File: config.mk
export PLATFORM = sky130hd
export DESIGN_NAME = board_cell_renderer
export DESIGN_NICKNAME = d
export VERILOG_FILES = /design/src/rtl/tetris_pkg.sv /design/src/rtl/tetris_cell_ram.sv /design/src/rtl/board_cell_renderer.sv
export SDC_FILE = /design/constraint.sdc
export NUM_CORES = 2
export LEC_CHECK = 0
export BUFFER_PORTS_ARGS = -buffer_cell sky130_fd_sc_hd__buf_2
export CORE_MARGIN = 8
export CORE_UTILIZATION = 31
export CTS_BUF_LIST = sky130_fd_sc_hd__clkbuf_4 sky130_fd_sc_hd__clkbuf_8
export DETAILED_ROUTE_END_ITERATION = 6
export PLACE_DENSITY = 0.5
export SKIP_CTS_REPAIR_TIMING = 1
export SLEW_MARGIN = 10
export SYNTH_ARGS = -nofsm -noshare
export SYNTH_HDL_FRONTEND = slang
export SYNTH_HIERARCHICAL = 1
export SYNTH_SLANG_ARGS = --single-unit
File: constraint.sdc
create_clock -name Clk -period 5.95 [get_ports Clk]
set_clock_uncertainty 0.2 [all_clocks]
set_input_delay 1.785 -clock Clk [delete_from_list [all_inputs] [get_ports Clk]]
set_output_delay 1.785 -clock Clk [all_outputs]
set_load 0.01 [all_outputs]
File: src/rtl/tetris_pkg.sv
// -----------------------------------------------------------------------------
// tetris_pkg
// Shared types and constants for the Tetris playfield renderer.
//   piece_t       : 3-bit cell code, EMPTY = 0, then the seven tetrominoes.
//   clr_state_t   : row-clear FSM state encoding (also exported for debug).
//   piece_color() : 12-bit RGB (4 bits per channel) for a piece code.
//   bevel_color() : per-channel +4, saturating at F (used for bevelled edges).
//   *_DEF         : default geometry (board at x=100, 24 px cells, 10x20).
// -----------------------------------------------------------------------------
package tetris_pkg;

  localparam int BOARD_X0_DEF = 100;
  localparam int CELL_PX_DEF  = 24;
  localparam int COLS_DEF     = 10;
  localparam int ROWS_DEF     = 20;

  typedef enum logic [2:0] {
    EMPTY = 3'd0,
    I     = 3'd1,
    O     = 3'd2,
    T     = 3'd3,
    S     = 3'd4,
    Z     = 3'd5,
    J     = 3'd6,
    L     = 3'd7
  } piece_t;

  typedef enum logic [1:0] {
    CLR_IDLE  = 2'd0,
    CLR_SHIFT = 2'd1,
    CLR_ZERO  = 2'd2
  } clr_state_t;

  function automatic logic [11:0] piece_color(input piece_t p);
    logic [11:0] rgb;
    case (p)
      I:       rgb = 12'h0FF;
      O:       rgb = 12'hFF0;
      T:       rgb = 12'hA0F;
      S:       rgb = 12'h0F0;
      Z:       rgb = 12'hF00;
      J:       rgb = 12'h00F;
      L:       rgb = 12'hF80;
      default: rgb = 12'h000;
    endcase
    return rgb;
  endfunction

  function automatic logic [11:0] bevel_color(input logic [11:0] c);
    logic [11:0] r;
    logic [3:0]  nib;
    r = 12'h000;
    for (int k = 0; k < 3; k++) begin
      nib = c[k*4 +: 4];
      r[k*4 +: 4] = (nib > 4'd11) ? 4'hF : (nib + 4'd4);
    end
    return r;
  endfunction

endpackage

File: src/rtl/tetris_cell_ram.sv
// -----------------------------------------------------------------------------
// tetris_cell_ram
// Playfield storage (ROWS x COLS cells of 3-bit piece codes) with a single
// write port, a row-clear/collapse engine and a combinational read port.
//   clk, rst_n          : clock, asynchronous active-low reset (board -> EMPTY)
//   wr_en/wr_row/wr_col/wr_code : one-cell write, out-of-range ignored
//   clr_req/clr_row     : request removal of clr_row, rows above drop by one
//   rd_row/rd_col       : combinational read address, rd_code result
//                         (out-of-range address reads EMPTY)
//   busy                : row clear in progress
//   clr_done            : one-cycle pulse in the first idle cycle after a clear
//   state_o             : row-clear FSM state, for observation
//
// Request semantics: clr_req and wr_en are single-cycle commands sampled only
// while busy is low. There is no back-pressure: a command presented while busy
// is high is dropped, never queued. busy rises the cycle after an accepted
// clr_req and stays high for exactly clr_row+1 cycles.
// -----------------------------------------------------------------------------
module tetris_cell_ram
  import tetris_pkg::*;
#(
  parameter int COLS = COLS_DEF,
  parameter int ROWS = ROWS_DEF
) (
  input  logic       clk,
  input  logic       rst_n,
  input  logic       wr_en,
  input  logic [4:0] wr_row,
  input  logic [3:0] wr_col,
  input  logic [2:0] wr_code,
  input  logic       clr_req,
  input  logic [4:0] clr_row,
  input  logic [4:0] rd_row,
  input  logic [3:0] rd_col,
  output logic [2:0] rd_code,
  output logic       busy,
  output logic       clr_done,
  output clr_state_t state_o
);

  localparam logic [4:0] ROWS_L = 5'(ROWS);
  localparam logic [3:0] COLS_L = 4'(COLS);

  logic [2:0] cells_q [ROWS][COLS];
  logic [2:0] cells_d [ROWS][COLS];
  clr_state_t state_q, state_d;
  logic [4:0] cur_q, cur_d;
  logic       clr_done_q, clr_done_d;

  always_comb begin
    cells_d    = cells_q;
    state_d    = state_q;
    cur_d      = cur_q;
    clr_done_d = 1'b0;
    case (state_q)
      CLR_IDLE: begin
        if (wr_en && (wr_row < ROWS_L) && (wr_col < COLS_L)) begin
          cells_d[wr_row][wr_col] = wr_code;
        end
        if (clr_req && (clr_row < ROWS_L)) begin
          cur_d   = clr_row;
          // Clearing the top row needs no shifting, only the blanking step.
          state_d = (clr_row == 5'd0) ? CLR_ZERO : CLR_SHIFT;
        end
      end
      CLR_SHIFT: begin
        // Pull the row above down into cur; one row per cycle, bottom-up so
        // every source row is still intact when it is copied.
        for (int c = 0; c < COLS; c++) begin
          cells_d[cur_q][c] = cells_q[5'(cur_q - 5'd1)][c];
        end
        cur_d = cur_q - 5'd1;
        if (cur_q == 5'd1) begin
          state_d = CLR_ZERO;
        end
      end
      CLR_ZERO: begin
        for (int c = 0; c < COLS; c++) begin
          cells_d[0][c] = EMPTY;
        end
        state_d    = CLR_IDLE;
        clr_done_d = 1'b1;
      end
      default: begin
        state_d = CLR_IDLE;
      end
    endcase
  end

  always_ff @(posedge clk or negedge rst_n) begin
    if (!rst_n) begin
      for (int r = 0; r < ROWS; r++) begin
        for (int c = 0; c < COLS; c++) begin
          cells_q[r][c] <= EMPTY;
        end
      end
      state_q    <= CLR_IDLE;
      cur_q      <= 5'd0;
      clr_done_q <= 1'b0;
    end else begin
      cells_q    <= cells_d;
      state_q    <= state_d;
      cur_q      <= cur_d;
      clr_done_q <= clr_done_d;
    end
  end

  assign rd_code  = ((rd_row < ROWS_L) && (rd_col < COLS_L)) ? cells_q[rd_row][rd_col] : 3'd0;
  assign busy     = (state_q != CLR_IDLE);
  assign clr_done = clr_done_q;
  assign state_o  = state_q;

endmodule

File: src/rtl/board_cell_renderer.sv
// -----------------------------------------------------------------------------
// board_cell_renderer
// Holds the Tetris playfield and renders it per pixel with a 2-stage pipeline.
//   Clk, Reset_n            : pixel clock, asynchronous active-low reset
//   DrawX, DrawY            : current pixel coordinates
//   hsync, vsync, de        : video timing, delayed 2 cycles to *_d outputs
//   wr_en/wr_row/wr_col/wr_code : write one cell (game logic side)
//   clr_req/clr_row         : remove a full row and collapse the rows above
//   busy, clr_done          : row-clear status (see tetris_cell_ram)
//   cell_on, Red/Green/Blue : pixel is inside an occupied cell interior, colour
//   DrawX_d, DrawY_d        : coordinates aligned with cell_on/colour
//   clr_state               : row-clear FSM state, for observation
// Stage 1 turns the pixel into (row, col, x_off, y_off, in_board); stage 2
// looks the cell up and produces colour. The first pixel row/column of every
// cell is left dark so the grid stays visible.
// Build option: define PIECE_BEVEL_EN to lighten (+4 per channel, saturating)
// the first lit row/column of each occupied cell; otherwise flat colour.
// -----------------------------------------------------------------------------
module board_cell_renderer
  import tetris_pkg::*;
#(
  parameter int BOARD_X0 = BOARD_X0_DEF,
  parameter int CELL_PX  = CELL_PX_DEF,
  parameter int COLS     = COLS_DEF,
  parameter int ROWS     = ROWS_DEF
) (
  input  logic       Clk,
  input  logic       Reset_n,
  input  logic [9:0] DrawX,
  input  logic [9:0] DrawY,
  input  logic       hsync,
  input  logic       vsync,
  input  logic       de,
  input  logic       wr_en,
  input  logic [4:0] wr_row,
  input  logic [3:0] wr_col,
  input  logic [2:0] wr_code,
  input  logic       clr_req,
  input  logic [4:0] clr_row,
  output logic       busy,
  output logic       clr_done,
  output logic       cell_on,
  output logic [3:0] Red,
  output logic [3:0] Green,
  output logic [3:0] Blue,
  output logic [9:0] DrawX_d,
  output logic [9:0] DrawY_d,
  output logic       hsync_d,
  output logic       vsync_d,
  output logic       de_d,
  output logic [1:0] clr_state
);

  localparam logic [9:0] X0   = 10'(BOARD_X0);
  localparam logic [9:0] XEND = 10'(BOARD_X0 + COLS * CELL_PX);
  localparam logic [9:0] YEND = 10'(ROWS * CELL_PX);
  localparam logic [9:0] CPX  = 10'(CELL_PX);

  // Stage 1 registers
  logic [3:0] col_q, col_d;
  logic [4:0] row_q, row_d;
  logic [4:0] x_off_q, x_off_d;
  logic [4:0] y_off_q, y_off_d;
  logic       in_board_q, in_board_d;
  logic [9:0] x1_q, y1_q;
  logic       hs1_q, vs1_q, de1_q;

  // Stage 2 registers
  logic        cell_on_q, cell_on_d;
  logic [11:0] rgb_q, rgb_d;
  logic [9:0]  x2_q, y2_q;
  logic        hs2_q, vs2_q, de2_q;

  logic [9:0]  dx;
  logic [2:0]  code;
  clr_state_t  ram_state;

  tetris_cell_ram #(
    .COLS (COLS),
    .ROWS (ROWS)
  ) u_ram (
    .clk      (Clk),
    .rst_n    (Reset_n),
    .wr_en    (wr_en),
    .wr_row   (wr_row),
    .wr_col   (wr_col),
    .wr_code  (wr_code),
    .clr_req  (clr_req),
    .clr_row  (clr_row),
    .rd_row   (row_q),
    .rd_col   (col_q),
    .rd_code  (code),
    .busy     (busy),
    .clr_done (clr_done),
    .state_o  (ram_state)
  );

  // Stage 1: pixel -> cell coordinates. Outside the board the row/col values
  // are meaningless; in_board masks them in stage 2.
  always_comb begin
    dx         = DrawX - X0;
    col_d      = 4'(dx / CPX);
    x_off_d    = 5'(dx % CPX);
    row_d      = 5'(DrawY / CPX);
    y_off_d    = 5'(DrawY % CPX);
    in_board_d = (DrawX >= X0) && (DrawX < XEND) && (DrawY < YEND);
  end

  // Stage 2: cell lookup -> colour. The lookup sees the board as it stood
  // before this edge, so a write landing on the same edge shows next frame.
  always_comb begin
    cell_on_d = in_board_q && (code != 3'd0) && (x_off_q != 5'd0) && (y_off_q != 5'd0);
    rgb_d     = 12'h000;
    if (cell_on_d) begin
      rgb_d = piece_color(piece_t'(code));
`ifdef PIECE_BEVEL_EN
      if ((x_off_q == 5'd1) || (y_off_q == 5'd1)) begin
        rgb_d = bevel_color(rgb_d);
      end
`endif
    end
  end

  always_ff @(posedge Clk or negedge Reset_n) begin
    if (!Reset_n) begin
      col_q      <= 4'd0;
      row_q      <= 5'd0;
      x_off_q    <= 5'd0;
      y_off_q    <= 5'd0;
      in_board_q <= 1'b0;
      x1_q       <= 10'd0;
      y1_q       <= 10'd0;
      hs1_q      <= 1'b0;
      vs1_q      <= 1'b0;
      de1_q      <= 1'b0;
      cell_on_q  <= 1'b0;
      rgb_q      <= 12'h000;
      x2_q       <= 10'd0;
      y2_q       <= 10'd0;
      hs2_q      <= 1'b0;
      vs2_q      <= 1'b0;
      de2_q      <= 1'b0;
    end else begin
      col_q      <= col_d;
      row_q      <= row_d;
      x_off_q    <= x_off_d;
      y_off_q    <= y_off_d;
      in_board_q <= in_board_d;
      x1_q       <= DrawX;
      y1_q       <= DrawY;
      hs1_q      <= hsync;
      vs1_q      <= vsync;
      de1_q      <= de;
      cell_on_q  <= cell_on_d;
      rgb_q      <= rgb_d;
      x2_q       <= x1_q;
      y2_q       <= y1_q;
      hs2_q      <= hs1_q;
      vs2_q      <= vs1_q;
      de2_q      <= de1_q;
    end
  end

  assign cell_on   = cell_on_q;
  assign Red       = rgb_q[11:8];
  assign Green     = rgb_q[7:4];
  assign Blue      = rgb_q[3:0];
  assign DrawX_d   = x2_q;
  assign DrawY_d   = y2_q;
  assign hsync_d   = hs2_q;
  assign vsync_d   = vs2_q;
  assign de_d      = de2_q;
  assign clr_state = ram_state;

endmodule

==> key figures <==
Run status
  – Status: complete, no violations

Synthesis
  – Post-synthesis mux area share: 32.4%
  – Largest family of logic cells by synthesized area: multiplexers
  – Post-Synth Adder-Cell Area: 0.343%
  – Synth warn: 6
  – Synth Area in Simple Gates: 10.6%
  – Async S/R FF share, synth: 100%
  – Post-synth EDFFs: 0
  – Mapped Cells: 4242
  – Synth Area in XOR/XNOR: 0.474%
  – Complex-gate fraction of the synthesized area: 13.7%
  – Synthesized Nets: 4298
  – Post-synthesis sequential area ratio: 38.6%
  – Synth Register Bits: 675
  – Ys flop type: dfrtp_1
  – Synthesized cell area: 43800 sq um
  – Avg Synthesized Cell Area: 10.3 sq um
  – Distinct cells, synth: 93

Setup path
  – Buf/Inv on CP: 2
  – Reg2reg setup slack: 0.86 ns
  – Largest stage delay, worst path: 1.00 ns
  – Delay-heaviest family, CP: compound AO/OA/AOI/OAI gates
  – Worst R2R Start: row_q[3]$_DFF_PN0_
  – Critical path fanouts, max: 15
  – WP data required: 6.51 ns
  – Crit end category: flop
  – Worst reg-to-reg path cell count: 11
  – RR Endpoint: rgb_q[10]$_DFF_PN0_
  – Critical Path Stages: 11
  – CP Launch Type: flop
  – CP cell instances: nand2b_1 > a2111oi_0 > a2111oi_1 > clkdlybuf4s18_2 > o311a_1 > o32ai_1 > buf_4 > o31ai_1 > a21oi_1 > o21ai_0 > nor3_1
  – Crit Path Class: flop to flop
  – Data arrival, critical path: 5.65 ns
  – Slowest-stage cell, CP: a2111oi_0

Timing
  – Setup_tns: 0 ns
  – Final setup vio count: 0
  – Final Max Tran Viols: 0
  – Achievable frequency: 196 MHz
  – Minimum clock period: 5.09 ns
  – Tcrit/Tclk final: 85.6%
  – RSZ-0062 raised after global routing: false
  – Worst Tran Pin Value: 1.36 ns
  – Fin. Hold Viols: 0
  – Max transition margin: 8.51%

Global route
  – Total Routing Usage GR: 23.6%
  – Largest net degree at the start of global routing: 140
  – Gr ovfl total: 0
  – Initial antenna violation count: 13
  – Global-route wire length before repair: 268 mm
  – Vias in the first global route: 37000

Die
  – Die height: 392 um
  – Total core area: 141000 sq um
  – Die area: 154000 sq um
  – Std-Cell Rows: 138
  – IO Count: 84
  – Initial Utilization: 31.1%
  – Die X: 392 um

Clocking
  – Clock Latency Late Sink: 0.90 ns
  – TritonCTS clock tree: done
  – Buffer depth of the longest clock path: 3
  – CTS sink cnt: 675
  – CTS buffer count: 136
  – H-tree depth: 4
  – Worst-path clk slew: 0.06 ns
  – Clk root buf: clkbuf_8

Routing
  – Vias per cell: 6.04
  – Routed Antenna Nets: 0
  – Residual DRC: 0
  – Final WL: 186 mm
  – Drt wl/cell: 29.6 um
  – Iteration count of the initial detailed-routing pass: 6
  – Via count: 38000
  – Initial DRC count: 4381

Finish
  – Layout cell share with drive strength beyond 1: 32.1%
  – Filler cells: 14200
  – Multi-input gate area: 25300 sq um
  – Synth-to-layout area growth: 13.4%
  – Cell Count, Final, Fillers Out: 6291
  – Sequential cell area: 16900 sq um
  – Layout Nets: 4358

Place
  – Post-DP HPWL: 122 mm
  – RD Place Congestion: 0.938
  – I/O Buffers: 83
  – Post-Place Cells: 6054

Power and ir drop
  – Pwr dens: 410 nW/um^2
  – Max VDD drop: 0.407 mV
  – Leakage: 20.5 nW

Worst hold path
  – Hold EP: DrawX_d[8]$_DFF_PN0_
  – Hold Path Depth: 0
  – Hold Crit Class: flop to flop
  – Hold Path Origin: x1_q[8]$_DFF_PN0_

Job
  – Max_cap viols: 0
[cells by family after synthesis]
logic type,count (synthesis)
flip-flops,675
adder cells (fa/ha/maj),12
AND/OR/NAND/NOR,1111
AO/OA/AOI/OAI,1055
buffers and inverters,392
multiplexers,978
XOR/XNOR,19
[area by class of cell]
class | instances | area share (%)
diodes | 9 | 0.0453
clock buffers | 209 | 5.15
clock inverters | 19 | 0.355
inverters | 17 | 0.128
multi-input cells | 3175 | 51.0
flip-flops and latches | 675 | 34.0
well taps | 1890 | 4.76
repair buffers | 297 | 4.55
[synth_stat cells (4+ instances only)]
library cell | instances | area share, %
a2111oi_0 | 10 | 0.20
a211oi_1 | 15 | 0.26
a21boi_0 | 5 | 0.086
a21o_1 | 4 | 0.069
a21oi_1 | 56 | 0.64
a32oi_1 | 31 | 0.62
and2_1 | 7 | 0.10
and3_1 | 5 | 0.071
and3b_1 | 5 | 0.10
buf_1 | 14 | 0.12
buf_2 | 73 | 0.83
buf_4 | 24 | 0.41
buf_6 | 10 | 0.26
clkbuf_1 | 254 | 2.2
dfrtp_1 | 675 | 39
ha_1 | 12 | 0.34
inv_1 | 15 | 0.13
mux2_1 | 38 | 0.98
mux2_2 | 541 | 14
mux2i_1 | 105 | 2.4
mux4_2 | 294 | 15
nand2_1 | 669 | 5.7
nand2b_1 | 13 | 0.19
nand3_1 | 47 | 0.54
nand4_1 | 9 | 0.13
nor2_1 | 265 | 2.3
nor2b_1 | 32 | 0.46
nor3_1 | 13 | 0.15
nor3b_1 | 13 | 0.22
nor4_1 | 8 | 0.11
o211ai_1 | 12 | 0.21
o21a_1 | 4 | 0.069
o21ai_0 | 681 | 7.8
o21ai_1 | 110 | 1.3
o221ai_1 | 34 | 0.68
o22ai_1 | 38 | 0.54
o32ai_1 | 5 | 0.10
or4_1 | 4 | 0.069
xnor2_1 | 11 | 0.22
xor2_1 | 4 | 0.080
[sequential cells by signal, indices dropped and copies added, names as in the netlist]
name,flops
de1_q,1
u_ram/clr_done,1
u_ram/cells_q,600
row_q,5
in_board_q,1
y_off_q,2
DrawY_d,10
u_ram/state_o,2
de_d,1
vs1_q,1
vsync_d,1
x1_q,10
rgb_q,5
u_ram/cur_q,5
y1_q,10
cell_on,1
x_off_q,3
hsync_d,1
DrawX_d,10
hs1_q,1
col_q,4
[layout by cell type (no fill, tap or decap), types with 12 or more instances in the layout]
master / n
a211oi_1: 15
clkbuf_8: 158
mux2_2: 541
buf_12: 18
a32oi_1: 31
nor3b_1: 12
nand2_1: 669
o22ai_1: 38
nor3_1: 12
inv_1: 15
clkbuf_4: 51
mux4_2: 294
buf_4: 195
nor2_1: 262
nor2b_1: 29
o21ai_1: 110
o221ai_1: 34
dfrtp_1: 671
mux2_1: 38
buf_2: 82
mux2i_1: 105
o211ai_1: 12
nand2b_1: 13
a21oi_1: 55
o21ai_0: 681
nand3_1: 46
[power by group]
| group | total (mW) | internal [mW] | switching (mW) |
|---|---|---|---|
| clock network | 5.04 | 2.77 | 2.27 |
| logic | 9.96 | 2.99 | 6.97 |
| registers | 5.34 | 4.93 | 0.410 |
| total | 20.3 | 10.7 | 9.65 |
[metal layers]
| layer | up-vias | GRT usage [%] | routed length, um |
|---|---|---|---|
| li1 | 15800 | - | - |
| met1 | 19500 | 30.9 | 74500 |
| met2 | 2181 | 35.1 | 81300 |
| met3 | 527 | 6.70 | 18900 |
| met4 | 6 | 13.1 | 11500 |
| met5 | - | 0 | 45 |
[per-stage QoR]
stage	worst slack (ns)	cell area [sq um]	util (%)	total power, mW	hold WS [ns]
2_1_floorplan	1.77	43800	-	10.6	0.131
3_3_place_gp	0.781	46900	33.3	15.1	0.132
3_5_place_dp	0.883	46900	33.3	15.1	0.135
4_1_cts	0.986	49600	35.2	20.2	0.136
5_1_grt	0.758	49700	35.2	20.9	0.134
6_report	0.859	49700	35.3	20.3	0.136
[worst max path at each step]
stage / startpoint / endpoint / slack, ns
2_1_floorplan: u_ram/cur_q[0]$_DFFE_PN0P_ / u_ram/cells_q[163]$_DFFE_PN0P_ / 1.77
3_3_place_gp: wr_row[4] / u_ram/cells_q[276]$_DFFE_PN0P_ / 0.78
3_5_place_dp: wr_row[4] / u_ram/cells_q[277]$_DFFE_PN0P_ / 0.88
4_1_cts: row_q[3]$_DFF_PN0_ / rgb_q[10]$_DFF_PN0_ / 0.99
5_1_grt: row_q[3]$_DFF_PN0_ / rgb_q[10]$_DFF_PN0_ / 0.76
6_report: row_q[3]$_DFF_PN0_ / rgb_q[10]$_DFF_PN0_ / 0.86
Note: power is estimated with default switching activity, not from simulation.
